[config.mk]
export PLATFORM = sky130hd
export DESIGN_NAME = blocky_move_ctrl_flat
export DESIGN_NICKNAME = d
export VERILOG_FILES = /design/src/rtl/blocky_move_ctrl_if.sv /design/src/rtl/blocky_move_ctrl.sv /design/src/flat_wrapper.sv
export SDC_FILE = /design/constraint.sdc
export NUM_CORES = 1
export LEC_CHECK = 0
export CAP_MARGIN = 25
export CORE_MARGIN = 2
export CORE_UTILIZATION = 35
export CTS_BUF_LIST = sky130_fd_sc_hd__clkbuf_8
export DETAILED_ROUTE_END_ITERATION = 10
export PLACE_DENSITY = 0.6
export SYNTH_ARGS = -nofsm -noshare
export SYNTH_HDL_FRONTEND = slang
export SYNTH_SLANG_ARGS = --single-unit
[constraint.sdc]
create_clock -name clk -period 2.8 [get_ports clk]
set_input_delay 0.84 -clock clk [delete_from_list [all_inputs] [get_ports clk]]
set_output_delay 0.84 -clock clk [all_outputs]
set_load 0.05 [all_outputs]
[src/rtl/blocky_move_ctrl_if.sv]
// Request/done channel between the Blocky movement controller and the VGA square drawer.
// The controller (master) presents op and position while draw_req is high; the drawer pulses draw_done.
interface blocky_move_ctrl_if #(
    parameter int X_W = 8,
    parameter int Y_W = 7
);
    logic           draw_req;
    logic [1:0]     draw_op;
    logic [X_W-1:0] pos_x;
    logic [Y_W-1:0] pos_y;
    logic           draw_done;

    modport master (output draw_req, draw_op, pos_x, pos_y, input draw_done);
    modport slave  (input draw_req, draw_op, pos_x, pos_y, output draw_done);
endinterface

[src/rtl/blocky_move_ctrl.sv]
// Player-square movement controller for Blocky: key auto-repeat, playfield clamping, clear/erase/draw sequencing.
// Define BLOCKY_DIAGONAL_EN to latch vertical and horizontal keys independently (diagonal steps).
module blocky_move_ctrl #(
    parameter int X_W          = 8,
    parameter int Y_W          = 7,
    parameter int X_MAX        = 159,
    parameter int Y_MAX        = 119,
    parameter int SIZE         = 4,
    parameter int STEP         = 1,
    parameter int X_START      = 78,
    parameter int Y_START      = 58,
    parameter int REPEAT_DELAY = 2500000
) (
    input  logic               clk,
    input  logic               resetn,
    input  logic               restart,
    input  logic               start,
    input  logic               key_w,
    input  logic               key_s,
    input  logic               key_a,
    input  logic               key_d,
    output logic               busy,
    blocky_move_ctrl_if.master draw_if
);
    localparam int              CNT_W    = (REPEAT_DELAY > 1) ? $clog2(REPEAT_DELAY) : 1;
    localparam logic [CNT_W-1:0] CNT_LAST = CNT_W'(REPEAT_DELAY - 1);
    localparam logic [X_W:0]    X_STEP   = (X_W+1)'(STEP);
    localparam logic [Y_W:0]    Y_STEP   = (Y_W+1)'(STEP);
    localparam logic [X_W:0]    X_LIM    = (X_W+1)'(X_MAX + 1 - SIZE);
    localparam logic [Y_W:0]    Y_LIM    = (Y_W+1)'(Y_MAX + 1 - SIZE);

    localparam logic [1:0] OP_IDLE  = 2'b00;
    localparam logic [1:0] OP_CLEAR = 2'b01;
    localparam logic [1:0] OP_ERASE = 2'b10;
    localparam logic [1:0] OP_DRAW  = 2'b11;

    typedef enum logic [3:0] {
        S_SETUP, S_CLEAR, S_DRAW_INIT, S_IDLE, S_WAIT_MOVE,
        S_ERASE, S_UPDATE, S_DRAW, S_HOLD
    } state_t;

    state_t           state_q;
    logic             draw_req_q;
    logic [1:0]       draw_op_q;
    logic [X_W-1:0]   pos_x_q, pos_x_d;
    logic [Y_W-1:0]   pos_y_q, pos_y_d;
    logic             busy_q;
    logic [CNT_W-1:0] cnt_q;
    logic [3:0]       dir_q, dir_d;   // {up, down, left, right}
    logic [3:0]       keys;

    // Sums/differences are one bit wider than the coordinate so they never wrap before clamping.
    function automatic logic [X_W-1:0] step_x(input logic [X_W-1:0] x, input logic dec, input logic inc);
        logic [X_W:0] wide;
        wide   = '0;
        step_x = x;
        if (dec) begin
            wide   = {1'b0, x} - X_STEP;
            step_x = ({1'b0, x} < X_STEP) ? '0 : wide[X_W-1:0];
        end else if (inc) begin
            wide   = {1'b0, x} + X_STEP;
            step_x = (wide > X_LIM) ? X_LIM[X_W-1:0] : wide[X_W-1:0];
        end
    endfunction

    function automatic logic [Y_W-1:0] step_y(input logic [Y_W-1:0] y, input logic dec, input logic inc);
        logic [Y_W:0] wide;
        wide   = '0;
        step_y = y;
        if (dec) begin
            wide   = {1'b0, y} - Y_STEP;
            step_y = ({1'b0, y} < Y_STEP) ? '0 : wide[Y_W-1:0];
        end else if (inc) begin
            wide   = {1'b0, y} + Y_STEP;
            step_y = (wide > Y_LIM) ? Y_LIM[Y_W-1:0] : wide[Y_W-1:0];
        end
    endfunction

    assign keys = {key_w, key_s, key_a, key_d};

    always_comb begin
        dir_d = 4'b0000;
`ifdef BLOCKY_DIAGONAL_EN
        if (key_w)      dir_d[3] = 1'b1;
        else if (key_s) dir_d[2] = 1'b1;
        if (key_a)      dir_d[1] = 1'b1;
        else if (key_d) dir_d[0] = 1'b1;
`else
        if (key_w)      dir_d = 4'b1000;
        else if (key_s) dir_d = 4'b0100;
        else if (key_a) dir_d = 4'b0010;
        else if (key_d) dir_d = 4'b0001;
`endif
        pos_x_d = step_x(pos_x_q, dir_q[1], dir_q[0]);
        pos_y_d = step_y(pos_y_q, dir_q[3], dir_q[2]);
    end

    always_ff @(posedge clk or negedge resetn) begin
        if (!resetn) begin
            state_q    <= S_SETUP;
            draw_req_q <= 1'b0;
            draw_op_q  <= OP_IDLE;
            pos_x_q    <= X_W'(X_START);
            pos_y_q    <= Y_W'(Y_START);
            busy_q     <= 1'b1;
            cnt_q      <= '0;
            dir_q      <= '0;
        end else if (restart) begin
            state_q    <= S_SETUP;
            draw_req_q <= 1'b0;
            draw_op_q  <= OP_IDLE;
            busy_q     <= 1'b1;
            cnt_q      <= '0;
        end else begin
            case (state_q)
                S_SETUP: begin
                    pos_x_q    <= X_W'(X_START);
                    pos_y_q    <= Y_W'(Y_START);
                    state_q    <= S_CLEAR;
                    draw_req_q <= 1'b1;
                    draw_op_q  <= OP_CLEAR;
                    busy_q     <= 1'b1;
                end
                S_CLEAR: if (draw_req_q && draw_if.draw_done) begin
                    draw_req_q <= 1'b0;
                    draw_op_q  <= OP_IDLE;
                    state_q    <= S_DRAW_INIT;
                end
                // Entered right after a completed request, so req is re-raised one cycle later.
                S_DRAW_INIT: begin
                    if (!draw_req_q) begin
                        draw_req_q <= 1'b1;
                        draw_op_q  <= OP_DRAW;
                    end else if (draw_if.draw_done) begin
                        draw_req_q <= 1'b0;
                        draw_op_q  <= OP_IDLE;
                        state_q    <= S_IDLE;
                        busy_q     <= 1'b0;
                    end
                end
                S_IDLE: if (start) state_q <= S_WAIT_MOVE;
                S_WAIT_MOVE: if (|keys) begin
                    dir_q      <= dir_d;
                    state_q    <= S_ERASE;
                    draw_req_q <= 1'b1;
                    draw_op_q  <= OP_ERASE;
                    busy_q     <= 1'b1;
                end
                S_ERASE: if (draw_req_q && draw_if.draw_done) begin
                    draw_req_q <= 1'b0;
                    draw_op_q  <= OP_IDLE;
                    state_q    <= S_UPDATE;
                end
                S_UPDATE: begin
                    pos_x_q    <= pos_x_d;
                    pos_y_q    <= pos_y_d;
                    state_q    <= S_DRAW;
                    draw_req_q <= 1'b1;
                    draw_op_q  <= OP_DRAW;
                end
                S_DRAW: if (draw_req_q && draw_if.draw_done) begin
                    draw_req_q <= 1'b0;
                    draw_op_q  <= OP_IDLE;
                    state_q    <= S_HOLD;
                    cnt_q      <= '0;
                end
                S_HOLD: begin
                    if ((dir_q & keys) == 4'b0000) begin
                        state_q <= S_WAIT_MOVE;
                        cnt_q   <= '0;
                        busy_q  <= 1'b0;
                    end else if (cnt_q == CNT_LAST) begin
`ifdef BLOCKY_DIAGONAL_EN
                        dir_q <= dir_d;
`endif
                        state_q    <= S_ERASE;
                        cnt_q      <= '0;
                        draw_req_q <= 1'b1;
                        draw_op_q  <= OP_ERASE;
                    end else begin
                        cnt_q <= cnt_q + 1'b1;
                    end
                end
                default: begin
                    state_q    <= S_SETUP;
                    draw_req_q <= 1'b0;
                    draw_op_q  <= OP_IDLE;
                    busy_q     <= 1'b1;
                end
            endcase
        end
    end

    assign draw_if.draw_req = draw_req_q;
    assign draw_if.draw_op  = draw_op_q;
    assign draw_if.pos_x    = pos_x_q;
    assign draw_if.pos_y    = pos_y_q;
    assign busy             = busy_q;
endmodule

[src/flat_wrapper.sv]
// flat-port wrapper written by rule: the top's interface ports become plain ports
module blocky_move_ctrl_flat 
#(
    parameter int X_W          = 8,
    parameter int Y_W          = 7,
    parameter int X_MAX        = 159,
    parameter int Y_MAX        = 119,
    parameter int SIZE         = 4,
    parameter int STEP         = 1,
    parameter int X_START      = 78,
    parameter int Y_START      = 58,
    parameter int REPEAT_DELAY = 2500000
)
  (clk, resetn, restart, start, key_w, key_s, key_a, key_d, busy, draw_if_draw_req, draw_if_draw_op, draw_if_pos_x, draw_if_pos_y, draw_if_draw_done);
  blocky_move_ctrl_if #(.X_W(X_W), .Y_W(Y_W)) draw_if_i ();
  input  logic clk;
  input  logic resetn;
  input  logic restart;
  input  logic start;
  input  logic key_w;
  input  logic key_s;
  input  logic key_a;
  input  logic key_d;
  output logic busy;
  output wire logic [$bits(draw_if_i.draw_req)-1:0] draw_if_draw_req;
  output wire logic [$bits(draw_if_i.draw_op)-1:0] draw_if_draw_op;
  output wire logic [$bits(draw_if_i.pos_x)-1:0] draw_if_pos_x;
  output wire logic [$bits(draw_if_i.pos_y)-1:0] draw_if_pos_y;
  input wire logic [$bits(draw_if_i.draw_done)-1:0] draw_if_draw_done;
  assign draw_if_draw_req = draw_if_i.draw_req;
  assign draw_if_draw_op = draw_if_i.draw_op;
  assign draw_if_pos_x = draw_if_i.pos_x;
  assign draw_if_pos_y = draw_if_i.pos_y;
  assign draw_if_i.draw_done = draw_if_draw_done;
  blocky_move_ctrl #(.X_W(X_W), .Y_W(Y_W), .X_MAX(X_MAX), .Y_MAX(Y_MAX), .SIZE(SIZE), .STEP(STEP), .X_START(X_START), .Y_START(Y_START), .REPEAT_DELAY(REPEAT_DELAY)) u_core (.clk(clk), .resetn(resetn), .restart(restart), .start(start), .key_w(key_w), .key_s(key_s), .key_a(key_a), .key_d(key_d), .busy(busy), .draw_if(draw_if_i));
endmodule
### Yosys cells after proc, flatten, opt, wreduce, memory -nomap -nowiden

Index checks and enable logic that the tools add are counted.

| cells by class | value |
|---|---|
| add/sub/neg operators | 5 |
| multiply operators | 0 |
| div/mod/pow operators | 0 |
| magnitude comparators | 4 |
| equality and inequality tests | 26 |
| shift operators | 0 |
| multiplexer cells | 51 |
| bitwise operators | 2 |
| reduce and logical (&&, ||, !) cells | 17 |

Operators by type and width:

| kind | number |
|---|---|
| 22-bit two-way mux | 4 |
| 4-bit two-way mux | 13 |
| 22-bit case mux with 2 select lines | 1 |
| 4-bit case mux with 9 select lines | 1 |
| 8-bit two-way mux | 4 |
| 7-bit two-way mux | 4 |
| 22-bit by 1-bit adder with 22-bit output (second input constant) | 1 |
| 22-bit equality test (second input constant) | 1 |
| 3-bit by 2-bit != test with 1-bit output (second input constant) | 7 |
| 4-bit by 3-bit equality test with 1-bit output (second input constant) | 4 |
| 8-bit case mux with 2 select lines | 1 |
| 2-bit two-way mux | 7 |
| 2-bit case mux with 7 select lines | 1 |
| 7-bit case mux with 2 select lines | 1 |
| 1-bit two-way mux | 12 |
| 5-bit AND reduction | 2 |
| 8-bit by 1-bit adder with 9-bit output (second input constant) | 1 |
| 9-bit by 8-bit > comparator with 1-bit output (second input constant) | 1 |
| 3-bit by 1-bit != test with 1-bit output (second input constant) | 3 |
| 3-bit != test (second input constant) | 3 |
| 3-bit AND reduction | 3 |
| 7-bit by 1-bit adder with 8-bit output (second input constant) | 1 |
| 4-bit by 2-bit equality test with 1-bit output (second input constant) | 2 |
| 8-bit by 7-bit > comparator with 1-bit output (second input constant) | 1 |
| other kinds (25) | 26 |

| word-level totals | value |
|---|---|
| flip-flop bits (word level) | 49 |
| bits in latches | 0 |
| RAM bits | 0 |
| memory bits (read-only) | 0 |
| output and inout port bits | 19 |
| logic and storage cells | 113 |
| memories kept | 0 |

### Longest topological paths before layout

| depth | value |
|---|---|
| depth in word-level cells | 6 |
| mapped depth | 9 |
| gate-level depth less buffers | 7 |

### Worst setup path before layout

No wires, ideal clock.

| timing | value |
|---|---|
| path type | in2reg |
| from | input port restart |
| to | register u_core.pos_y_q[0], in the netlist u_core.draw_if.pos_y[0] |
| setup time | 66 ps |
| arrival time | 2307 ps |
| path slack | 428 ps |
| cell stages on the path | 6 |
| path buffers | 1 |
| cell sequence | or3_1 -> a221o_1 -> buf_6 -> or2_4 -> a2111oi_1 -> a21o_1 |

| between the ends | value |
|---|---|
| longest elaborated chain between the ends | 2 |

RTL lines:

| element | RTL line | text |
|---|---|---|
| start, declared | flat_wrapper.sv:18 | `input logic restart;` |
| 1-bit NOT (no line) | - |  |
| 3-bit AND reduction (no line) | - |  |
| end signal, assigned | blocky_move_ctrl.sv:104 | `pos_y_q <= Y_W'(Y_START);` |
| end signal, assigned | blocky_move_ctrl.sv:118 | `pos_y_q <= Y_W'(Y_START);` |
| end signal, assigned | blocky_move_ctrl.sv:156 | `pos_y_q <= pos_y_d;` |
| end, declared | blocky_move_ctrl.sv:46 | `logic [Y_W-1:0] pos_y_q, pos_y_d;` |

Every way passes these cells.
A chain may end at the register's enable or synchronous reset.

### Final worst setup path

| timing | value |
|---|---|
| from | register u_core.pos_x_q[2], in the netlist u_core.draw_if.pos_x[2] |
| to | output port draw_if_pos_x[2] |

RTL lines:

| element | RTL line | text |
|---|---|---|
| start, declared | blocky_move_ctrl.sv:45 | `logic [X_W-1:0] pos_x_q, pos_x_d;` |
| start signal, assigned | blocky_move_ctrl.sv:103 | `pos_x_q <= X_W'(X_START);` |
| start signal, assigned | blocky_move_ctrl.sv:117 | `pos_x_q <= X_W'(X_START);` |
| start signal, assigned | blocky_move_ctrl.sv:155 | `pos_x_q <= pos_x_d;` |
| end, declared | flat_wrapper.sv:27 | `output wire logic [$bits(draw_if_i.pos_x)-1:0] draw_if_pos_x;` |

No word-level cell between the ends.

==> impl_results.md <==
- EDFF count, synth: 0
- Port bufs: 27
- LEAKAGE: around 1.6 nW
- Part of the cycle the worst path needs: 0.9584
- Yosys warnings: 0
- Residual DRC: 0
- Worst Hold Path EP: u_core.busy
- Setup violators final: 0
- Largest net degree at the start of global routing: 50
- Root Driver: clkbuf_8
- Postcts setup bufs: 0
- Mapped Cells: around 410
- Core footprint: between 9000 and 10000 sq um
- Register-to-register setup slack: roughly 0.40 ns
- GRT Residual Overflow: 0
- Num rows: 36
- Area Overhead vs Synth: 16.61%
- Synth Cell Area: roughly 3500 sq um
- Critical Path Sink Type: primary output
- Worst-skew pair later-pin latency: between 0.3 and 0.4 ns
- CTS clk-pin slew, worst paths: 0.10 ns
- Hold Crit Class: reg2reg
- Hold WS: 0.4819 ns
- Startpoint Class: flip-flop
- Placed Instance Area: slightly below 4000 sq um
- Syn Area/Cell: ~8.5 sq um
- Num CTS Buffers: 5
- Highest Clock Rate: between 300 and 400 MHz
- Worst R2R Path Depth: 8
- DR WL/cell: between 10 and 15 um
- RSZ-0062 raised after global routing: false
- Syn nets: 423
- Nets: between 400 and 500
- Hold path depth: 2
- GP Congestion: 0.8643
- Min Tclk post-route: approximately 2.7 ns
- Detailed Route Iter0 Violations: 151
- Max-cap violations: 0
- Layout cell share with drive strength beyond 1: 0.1202
- Buf+Inv Stages, Crit Path: 1
- CTS HTree Levels: 2
- First-pass GRT wire length: between 10 and 15 mm
- Ys async rst share: 1.000
- Antenna-violating nets left: 0
- Initial antenna violation count: 0
- Die X: 103.4 um
- Largest stage delay, worst path: 0.85 ns
- Final Util: 0.4163
- Worst EP required: a little under 2 ns
- Worst Hold Launch: u_core.busy
- R2R Path Start: u_core.cnt_q[0]
- Peak VDD IR: 278.3 uV
- Crit path max fanout: 14
- Clock Sinks: 49
- Final non-filler cell total: 574
- Die ar.: 10690 sq um
- Status: finished, final reports clean
- Top_reg_cell synth: dfrtp_1
- Final wirelength: 8.049 mm
- Slew Viols, Final: 0
- Final Cell Area: 4031 sq um
- DIE HEIGHT: 103.4 um
- DP HPWL: ~6 mm
- Yosys reg bits: around 50
- Placed cell count: between 500 and 600
- Via density: about 5.5
- Final Skew: between 0.01 and 0.015 ns
- Router iterations before antenna repair: 5
- # resized after CTS: 0
- Vias: ~3100
- Initial core utilization: 0.3570
- Vias in the first global route: between 2000 and 3000
- CTS tree: yes
- Hold Vio Cnt, Final: 0
- Count of different cell masters after synthesis: between 70 and 80
- CTS max path bufs: 2
- RR Endpoint: u_core.cnt_q[18]
- CP Data Arrival Time: about 1.8 ns
- Boundary pin count: 28
- Slowest cell on the critical path: clkdlybuf4s50_1
- Setup TNS: 0 ns
- Hold buffers post-CTS: 0
- GRT Total Usage: 0.1655
- Worst-Margin Slew: about 0.62 ns
- Sequential area share after synthesis: 0.3579
- CP delay by family, top: buffers and inverters
- Critical path type: reg2out
- Max_slew headroom: 0.5836
- Crit path cell chain: clkdlybuf4s50_1
- # diodes: 0
- Pwr/cell area: 591.9 nW/um^2
==> state kept, by name, indices dropped and copies added (netlist names) <==
register	flops
u_core.draw_if.pos_y	7
u_core.draw_if.pos_x	8
u_core.cnt_q	22
u_core.state_q	4
u_core.draw_if.draw_op	2
u_core.busy	1
u_core.dir_q	4
u_core.draw_if.draw_req	1
==> per-stage QoR <==
step	power [mW]	setup slack, ns
floorplan	1.692	0.4276
global placement	1.970	-0.01765
detailed placement	1.981	-0.1080
CTS	2.410	0.1070
global route	2.575	0.04741
finish	2.386	0.1166
==> cells in the final DEF (no fill, tap or decap), types with 6 or more instances in the layout <==
| cell | n |
|---|---|
| and3_1 | 9 |
| nor2_1 | 49 |
| nor3_1 | 7 |
| nand4_1 | 8 |
| a21oi_1 | 20 |
| a21o_1 | 6 |
| nand3_1 | 20 |
| nand2_1 | 21 |
| xnor2_1 | 12 |
| dfstp_2 | 9 |
| o21ai_0 | 32 |
| dfrtp_1 | 40 |
| xor2_1 | 9 |
| buf_4 | 21 |
| clkdlybuf4s50_1 | 26 |
| ha_1 | 6 |
| o31ai_1 | 9 |
| inv_1 | 18 |
==> worst max path at each step <==
stage | start | to | slack (ns) | cells past startpoint
after floorplan | restart | u_core.draw_if.pos_y[0] | 0.43 | 6
after global routing | u_core.draw_if.pos_x[2] | draw_if_pos_x[2] | 0.05 | 1
after global placement | restart | u_core.draw_if.pos_x[0] | -0.02 | 7
after detailed placement | restart | u_core.draw_if.pos_x[0] | -0.11 | 7
final | u_core.draw_if.pos_x[2] | draw_if_pos_x[2] | 0.12 | 1
after CTS | u_core.draw_if.pos_x[2] | draw_if_pos_x[2] | 0.11 | 1
==> layout make-up <==
cell class                      instances  area [sq um]
Fill cell                             952          5653
Clock buffer                            5         68.82
Multi-Input combinational cell        317          2029
Timing Repair Buffer                   49         442.9
Tap cell                              133         166.4
Clock inverter                          3         18.77
Inverter                               18         67.56
Sequential cell                        49          1237
==> layer usage <==
metal	GRT usage	routed length [um]	vias up	part of all wire
li1	-	-	1580	-
met1	0.2261	3836	1512	0.48
met2	0.2774	3912	48	0.49
met3	0.02352	231	6	0.029
met4	0.03947	68	0	0.0084
met5	0	0	-	0
==> logic make-up (layout without fill, tap and decap cells) <==
kind of cell / count (synthesis) / in the layout / share of synthesized area
DFF: 49 / 49 / 0.3579
muxes: 3 / 3 / 0.009048
and+or+nand+nor: 164 / 164 / 0.2584
xor gates and xnor gates: 21 / 21 / 0.05320
buffers and inverters: 42 / 75 / 0.05501
AOI/OAI and AO/OA: 123 / 123 / 0.2447
adders and majority gates: 6 / 6 / 0.02171
==> report_power, final <==
part | internal [mW] | leakage [nW] | switching, mW
Combinational | 0.406 | 0.961 | 0.575
Clock | 0.173 | 0.0416 | 0.241
Sequential | 0.807 | 0.637 | 0.184
==> cell usage after synthesis (2+ instances only) <==
library cell / instances / area share
o31ai_1: 9 / 0.020
a211oi_1: 3 / 0.0065
inv_1: 17 / 0.018
and4_1: 5 / 0.013
a22o_1: 3 / 0.0076
nor2_1: 49 / 0.053
nor2b_1: 5 / 0.0090
o211ai_1: 2 / 0.0043
nand4_1: 8 / 0.014
or3_1: 5 / 0.0090
o21ai_0: 32 / 0.046
nand3b_1: 3 / 0.0065
a2bb2oi_1: 5 / 0.013
a31oi_1: 5 / 0.0090
o21ai_1: 2 / 0.0029
o41ai_1: 2 / 0.0051
nand2b_1: 3 / 0.0054
o22ai_1: 4 / 0.0072
buf_6: 3 / 0.0098
clkbuf_1: 13 / 0.014
xnor2_1: 12 / 0.030
dfrtp_1: 40 / 0.29
a21o_1: 6 / 0.013
nand4b_1: 2 / 0.0051
buf_2: 5 / 0.0072
a22oi_1: 5 / 0.011
mux2i_1: 2 / 0.0058
and2_1: 4 / 0.0072
nor4b_2: 2 / 0.0087
and3_1: 9 / 0.016
a21oi_1: 20 / 0.029
nor3_1: 7 / 0.010
ha_1: 6 / 0.022
or2_2: 2 / 0.0036
dfstp_2: 9 / 0.068
nand2_1: 21 / 0.023
or4_1: 4 / 0.0087
a311oi_1: 2 / 0.0051
buf_1: 2 / 0.0022
o32a_1: 3 / 0.0087
nand3_1: 20 / 0.029
nor4_1: 5 / 0.0090
xor2_1: 9 / 0.023
o21a_1: 2 / 0.0043
No activity file was read; power rests on OpenSTA's default activity.
